===== config.mk =====
export PLATFORM = sky130hd
export DESIGN_NAME = rv_branch_predictor
export DESIGN_NICKNAME = d
export VERILOG_FILES = /design/src/rtl/rv_branch_predictor.sv
export SDC_FILE = /design/constraint.sdc
export NUM_CORES = 1
export LEC_CHECK = 0
export CAP_MARGIN = 20
export CORE_UTILIZATION = 60
export DETAILED_ROUTE_END_ITERATION = 10
export PLACE_DENSITY = 0.78
export RECOVER_POWER = 50
export SLEW_MARGIN = 0
export SYNTH_ARGS = -nofsm -noshare
export SYNTH_HDL_FRONTEND = slang
export SYNTH_SLANG_ARGS = --single-unit

===== constraint.sdc =====
create_clock -name clk -period 7 [get_ports clk]
set_clock_uncertainty 0.1 [all_clocks]
set_input_delay 1.05 -clock clk [delete_from_list [all_inputs] [get_ports clk]]
set_output_delay 1.05 -clock clk [all_outputs]
set_load 0.02 [all_outputs]

===== src/rtl/rv_branch_predictor.sv =====
// Direct-mapped branch predictor: 2-bit saturating counters plus stored taken targets,
// with a one-entry-per-cycle flush walk that invalidates the whole table.
module rv_branch_predictor #(
    parameter int N_ENTRIES = 16,
    parameter int XLEN      = 32
) (
    input  logic            clk,
    input  logic            rst,
    input  logic [XLEN-1:0] pc,
    output logic            pred_taken,
    output logic [XLEN-1:0] pred_target,
    input  logic            upd_valid,
    input  logic [XLEN-1:0] upd_pc,
    input  logic            upd_taken,
    input  logic [XLEN-1:0] upd_target,
    input  logic            flush,
    output logic            busy
);

    localparam int IDX_BITS = $clog2(N_ENTRIES);
    localparam int TAG_BITS = XLEN - 2 - IDX_BITS;

    typedef enum logic {
        S_IDLE,
        S_CLEAR
    } state_t;

    state_t                r_state;
    logic [IDX_BITS-1:0]   r_walk;
    logic                  r_busy;
    logic [N_ENTRIES-1:0]  r_valid;
    logic [1:0]            r_ctr    [N_ENTRIES];
    logic [TAG_BITS-1:0]   r_tag    [N_ENTRIES];
    logic [XLEN-1:0]       r_target [N_ENTRIES];

    logic [IDX_BITS-1:0]   w_rd_idx;
    logic [TAG_BITS-1:0]   w_rd_tag;
    logic                  w_rd_hit;
    logic [IDX_BITS-1:0]   w_up_idx;
    logic [TAG_BITS-1:0]   w_up_tag;
    logic                  w_up_hit;
    logic                  w_up_en;
    logic [3:0]            w_unused_lsbs;

    // Address bits [1:0] never select an entry; they are deliberately dropped.
    assign w_unused_lsbs = {pc[1:0], upd_pc[1:0]};

    assign w_rd_idx = pc[IDX_BITS+1:2];
    assign w_rd_tag = pc[XLEN-1:IDX_BITS+2];
    assign w_rd_hit = r_valid[w_rd_idx] && (r_tag[w_rd_idx] == w_rd_tag);

    assign w_up_idx = upd_pc[IDX_BITS+1:2];
    assign w_up_tag = upd_pc[XLEN-1:IDX_BITS+2];
    assign w_up_hit = r_valid[w_up_idx] && (r_tag[w_up_idx] == w_up_tag);

    // A flush request in the same idle cycle takes precedence and drops the update.
    assign w_up_en = upd_valid && !r_busy && !flush;

    always_comb begin
        pred_taken  = w_rd_hit && r_ctr[w_rd_idx][1] && !r_busy;
        pred_target = pred_taken ? r_target[w_rd_idx] : pc + XLEN'(4);
    end

    assign busy = r_busy;

    // Control state: FSM, walk pointer, valid bits and counters.
    always_ff @(posedge clk) begin
        if (rst) begin
            r_state <= S_IDLE;
            r_walk  <= '0;
            r_busy  <= 1'b0;
            r_valid <= '0;
            for (int i = 0; i < N_ENTRIES; i++) begin
                r_ctr[i] <= 2'b00;
            end
        end else begin
            case (r_state)
                S_IDLE: begin
                    if (flush) begin
                        r_state <= S_CLEAR;
                        r_walk  <= '0;
                        r_busy  <= 1'b1;
                    end
                end
                S_CLEAR: begin
                    r_valid[r_walk] <= 1'b0;
                    r_walk          <= r_walk + IDX_BITS'(1);
                    if (r_walk == IDX_BITS'(N_ENTRIES - 1)) begin
                        r_state <= S_IDLE;
                        r_busy  <= 1'b0;
                    end
                end
                default: begin
                    r_state <= S_IDLE;
                    r_busy  <= 1'b0;
                end
            endcase

            if (w_up_en) begin
                if (w_up_hit) begin
                    if (upd_taken) begin
                        if (r_ctr[w_up_idx] != 2'b11) begin
                            r_ctr[w_up_idx] <= r_ctr[w_up_idx] + 2'b01;
                        end
                    end else begin
                        if (r_ctr[w_up_idx] != 2'b00) begin
                            r_ctr[w_up_idx] <= r_ctr[w_up_idx] - 2'b01;
                        end
                    end
                end else if (upd_taken) begin
                    r_valid[w_up_idx] <= 1'b1;
                    r_ctr[w_up_idx]   <= 2'b10;
                end
            end
        end
    end

    // NOTE: tags and targets are plain storage without reset; a cleared valid bit masks them.
    always_ff @(posedge clk) begin
        if (!rst && w_up_en && upd_taken) begin
            r_tag[w_up_idx]    <= w_up_tag;
            r_target[w_up_idx] <= upd_target;
        end
    end

endmodule

# --- Yosys cells after proc, flatten, opt, wreduce, memory -nomap -nowiden ---
# Memories as Yosys holds them, arrays and structs flattened.
# Index checks and enable logic that the tools add are counted.
totals:
  ff_bits: 22
  ramBits: 960
  input_bits: 101
  out_inout_bits: 34
  elab_cells: 92
  n_memories: 3
memory_table:
  columns: ["memory", "words", "word_bits", "rd", "rd_clocked_by_memory_dff", "write_ports", "line", "source"]
  rows:
  - ["r_target", 16, 32, 1, 0, 1, "34", "logic [XLEN-1:0] r_target [N_ENTRIES];"]
  - ["r_tag", 16, 26, 2, 0, 1, "33", "logic [TAG_BITS-1:0] r_tag [N_ENTRIES];"]
  - ["r_ctr", 16, 2, 2, 0, 16, "32", "logic [1:0] r_ctr [N_ENTRIES];"]
op_classes:
  n_addsub: 4
  magnitude_cmp: 5
  n_eq_ne: 6
  n_mux: 48
  bitwise_logic: 6
  n_reduce_logical: 16
op_table:
  columns: ["op", "n"]
  rows:
  - ["$mux W16", 5]
  - ["$eq A26 B26 Y1", 2]
  - ["$add A32 B3 Y32 const B", 1]
  - ["$mux W32", 1]
  - ["$mux W1", 30]
  - ["$and A16 B16 Y16", 1]
  - ["$not A16 Y16", 1]
  - ["$or A16 B16 Y16", 1]
  - ["$lt A4 B5 Y1 const B", 3]
  - ["$logic_and A1 B1 Y1", 10]
  - ["$bmux W1 S4", 2]
  - ["$demux W1 S4", 2]
  - ["$ge A4 B1 Y1 const B", 2]
  - ["$mux W4", 2]
  - ["$pmux W4 S2", 1]
  - ["$mux W2", 3]
  - ["$add A4 B1 Y4 const B", 1]
  - ["$eq A4 B4 Y1 const B", 1]
  - ["$ne A2 B2 Y1 const B", 2]
  - ["$pmux W1 S2", 2]
  - ["$logic_not A1 Y1", 3]
  - ["$add A2 B1 Y2 const B", 1]
  - ["$ne A2 B1 Y1 const B", 1]
  - ["$or A1 B1 Y1", 2]
  - ["other kinds (5)", 5]

# --- Longest topological paths before layout ---
logic_depth:
  depth_word: 12
  ltp_mapped: 15
  mapped_depth_nobuf: 9

# --- Worst setup path before layout ---
# Ideal clock, no wire load.
synth_timing:
  path_kind: "in2out"
  start: "input port pc[2]"
  end: "output port pred_target[2]"
  arrival_ns: 4.396
  required_ns: 5.850
  slack_ns: 1.454
  cell_stages: 10
  n_path_buf: 4
  cell_sequence: "buf_4 -> buf_2 -> buf_1 -> mux4_2 -> mux4_2 -> xnor2_1 -> nand4_1 -> nor4_4 -> buf_4 -> mux2i_1"
synth_between:
  elab_chain_len: 6
  word_cells_on_any_way: 11
  cone_classes: "add/sub (1); eq/ne (1); mux (3); reduce/logical (3); memory (3)"
synth_rtl:
  columns: ["element", "line", "source"]
  rows:
  - ["start, declared", "9", "input logic [XLEN-1:0] pc,"]
  - ["$mem_v2 Z16 W26 or $bmux W1 S4 (tied branches)", null, null]
  - ["$eq A26 B26 Y1 or $mux W1 (tied branches)", "50", "assign w_rd_hit = r_valid[w_rd_idx] && (r_tag[w_rd_idx] == w_rd_tag);"]
  - ["$logic_and A1 B1 Y1", "50", null]
  - ["$logic_and A1 B1 Y1 (2 in series)", "60", "pred_taken = w_rd_hit && r_ctr[w_rd_idx][1] && !r_busy;"]
  - ["$mux W32 (*)", "61", "pred_target = pred_taken ? r_target[w_rd_idx] : pc + XLEN'(4);"]
  - ["end, declared", "11", "output logic [XLEN-1:0] pred_target,"]
# Mark *: on every way between the ends. The rest lies on a longest branch, timed or not. The select of a mux whose other input is x is not followed.

# --- Worst setup path in the final report ---
layout_timing:
  start: "input port pc[2]"
  end: "output port pred_target[10]"
# Same word-level chain as after synthesis.

==> flow_summary.ini <==
[grt]
grt_pass1_vias = 24400
grt_pass1_wl_um = 163000
grt.total_usage_pct = 30.9
antenna_found_initial = 8
overflow = 0
grt_max_degree = 76

[synthesis]
yosys-top-cells-count = 960 x edfxtp_1, 359 x mux4_2, 107 x mux2i_1, 87 x nand2_1, 71 x clkbuf_1
syn_inst = 2194
synthesis.nets = 2300
seq_area_frac_synth_pct = 68.2
ys_warn_count = 0
synth_top_area_share_pct = 67.2
synth_area_leaders = edfxtp_1 67%, mux4_2 19%, mux2i_1 2.5%, dfxtp_1 1.0%, xnor2_1 0.96%
synth_edf_count = 960
synth_area_um2 = 42900
yosysUniqueCellTypes = 59
ys.flop_type = edfxtp_1
synth-async-reset-ratio_pct = 0
synth_top_area_cell = edfxtp_1
yosysMostFrequentCell = edfxtp_1
synth-seq-cells = 982
avgSynthCellArea_um2 = 19.6

[timing]
hold_violations = 0
rsz0062_at_grt = false
finalSetupViolations = 0
tns_ns = 0
tightest_slew_ns = 1.56
fin_crit_sh_pct = 95.3
slew_violations = 34
setup_slack_ns = 0.329
relSlewSlack_pct = -3.80
period_needed_ns = 6.67
fmax_ghz = 0.150

[clock_network]
tritoncts = built
hold_buffers = 0
post-cts-setup-buffers = 0
clockRootBuffer = clkbuf_16
clock_latency_ns = 0.70
post_cts_resized = 0
htreeDepth = 3
clk_path_buf_depth = 3
cts.sinks = 982
cts_inserted_buffers = 98
clk_pin_slew_ns = 0.06

[setup_path]
reg2regPathDepth = 5
crit_family = buffers and inverters
path_buf_inv = 4
timing.critical_path.to = pred_target[10]
critPathLaunch = pc[2]
cp.required_ns = 5.85
critical_path.endpoint_type = output pin
cpMaxStageDelayCell = clkdlybuf4s50_1
ff2ff_setup_slack_ns = 2.42
worstPathMaxFanout = 61
cp_cell_sequence = buf_8 -> buf_4 -> mux4_2 -> mux4_2 -> xnor2_1 -> nand2_1 -> nor4_1 -> nand4_1 -> nor4_4 -> buf_12 -> nand2_1 -> o21ai_0 -> clkdlybuf4s50_1
criticalPathCategory = in -> out
cp-start-kind = input pin
r2r_end = r_tag[15][2]$_DFFE_PP_
cp.arrival_ns = 5.52
reg2reg_from = busy$_SDFFE_PP0P_
cpPeakStageDelay_ns = 0.70
cp.depth = 13

[layout]
final_core_util_pct = 69.4
n_fill_cell = 4250
syn_to_final_growth_pct = 13.9
drive_above_1_share_pct = 26.0
final_nets = 2465

[routing]
wl_met1_um = 41500
drt_pass1_iterations = 6
ant_nets = 0
via_per_inst = 7.07
met3WireLength_um = 11400
top_layer = met5
wirelength_um = 111000
drc_errors = 0
drt_iter0_markers = 3358
avgRoutedWirePerCell_um = 32.7
vias = 23900
wl_met2_um = 54600

[die]
core-area_um2 = 70400
die_h_um = 269
ioPinCount = 135
die-area_um2 = 72600
row_count = 97
initial_core_util_pct = 61.0
die_x_um = 269

[job]
max_cap_violations = 2

[place]
dp.final_hpwl_um = 62700
gp_congestion = 0.853
io_buffers = 132
dp_slack_ns = 0.368

[status]
failed_checks = capacitance limit, slew limit
outcome = finished, violations left

[hold_path]
min_path_type = reg -> reg

[power_and_ir_drop]
ir_worst_vdd_mv = 0.214
cellLeakagePower_nw = 15.3
powerDensity_nw_per_um2 = 256
metal layers:
| metal | track usage, % | vias to the layer above |
|---|---|---|
| met5 | 0 | - |
| met4 | 10.3 | 6 |
| met3 | 5.02 | 240 |
| met2 | 49.6 | 1638 |
| met1 | 43.9 | 12500 |
| li1 | - | 9598 |
layout make-up:
type,instances,area [um^2],share of cell area [%]
antenna,8,20.0,0.0410
multi-input combinational,1049,13000,26.6
inverter,10,37.5,0.0768
clock inverter,63,623,1.28
sequential,982,29300,59.9
clock buffer,116,2540,5.20
tap,940,1180,2.41
timing repair buffer,218,2220,4.55
placed cells by master (no fill, tap or decap), types with 32 or more instances in the layout:
cell	instances
mux4_2	359
nand3_1	47
mux2i_1	107
clkbuf_16	99
edfxtp_1	960
xnor2_1	47
clkdlybuf4s50_1	64
dlygate4sd3_1	60
o21ai_0	44
nand2_1	87
xor2_1	36
buf_4	65
nor2_1	32
flip-flops by register name, summed over array words and instances (netlist names):
register and flops:
busy 1, r_ctr 32, r_state 1, r_tag 416
r_target 512, r_valid 16, r_walk 4
worst min-delay path by stage:
stage | from | end | slack [ns] | cells after the start
2_1_floorplan | r_valid[2]$_SDFF_PP0_ | r_valid[2]$_SDFF_PP0_ | 0.36 | 2
3_5_place_dp | r_valid[11]$_SDFF_PP0_ | r_valid[11]$_SDFF_PP0_ | 0.38 | 2
4_1_cts | r_valid[11]$_SDFF_PP0_ | r_valid[11]$_SDFF_PP0_ | 0.39 | 2
5_1_grt | r_valid[2]$_SDFF_PP0_ | r_valid[2]$_SDFF_PP0_ | 0.42 | 2
6_report | r_valid[11]$_SDFF_PP0_ | r_valid[11]$_SDFF_PP0_ | 0.40 | 2
3_3_place_gp | r_valid[3]$_SDFF_PP0_ | r_valid[3]$_SDFF_PP0_ | 0.38 | 2
worst register-to-register path, delay by kind of cell (launching register included):
family        cells  cell delay, ns
buf+inv           2            1.71
simple gates      3            2.07
flops             1            0.37
report_power, final:
group          internal, mW  switching (mW)
clock                  2.91            2.27
sequential             6.47          0.0124
combinational         0.382           0.495
total                  9.76            2.77
per-stage QoR:
stage	cell area (um^2)	std cells	hold slack (ns)	power, mW
final	48900	3386	0.399	12.5
after global routing	48900	3380	0.418	12.8
after CTS	48800	3375	0.392	12.6
after detailed placement	45700	3196	0.384	7.48
after global placement	45700	3195	0.376	7.46
after floorplan	42900	2194	0.360	7.13
logic make-up (layout without fill, tap and decap cells):
kind of cell	after synthesis	count (layout)	synth area share [%]
compound gates	171	171	2.74
flops	982	982	68.2
fa+ha+maj	5	5	0.146
simple gates	306	306	3.62
other cells	0	8	0
buf+inv	163	407	1.80
xor+xnor	83	83	1.69
mux	484	484	21.8
Power figures use the tool's default switching activity.
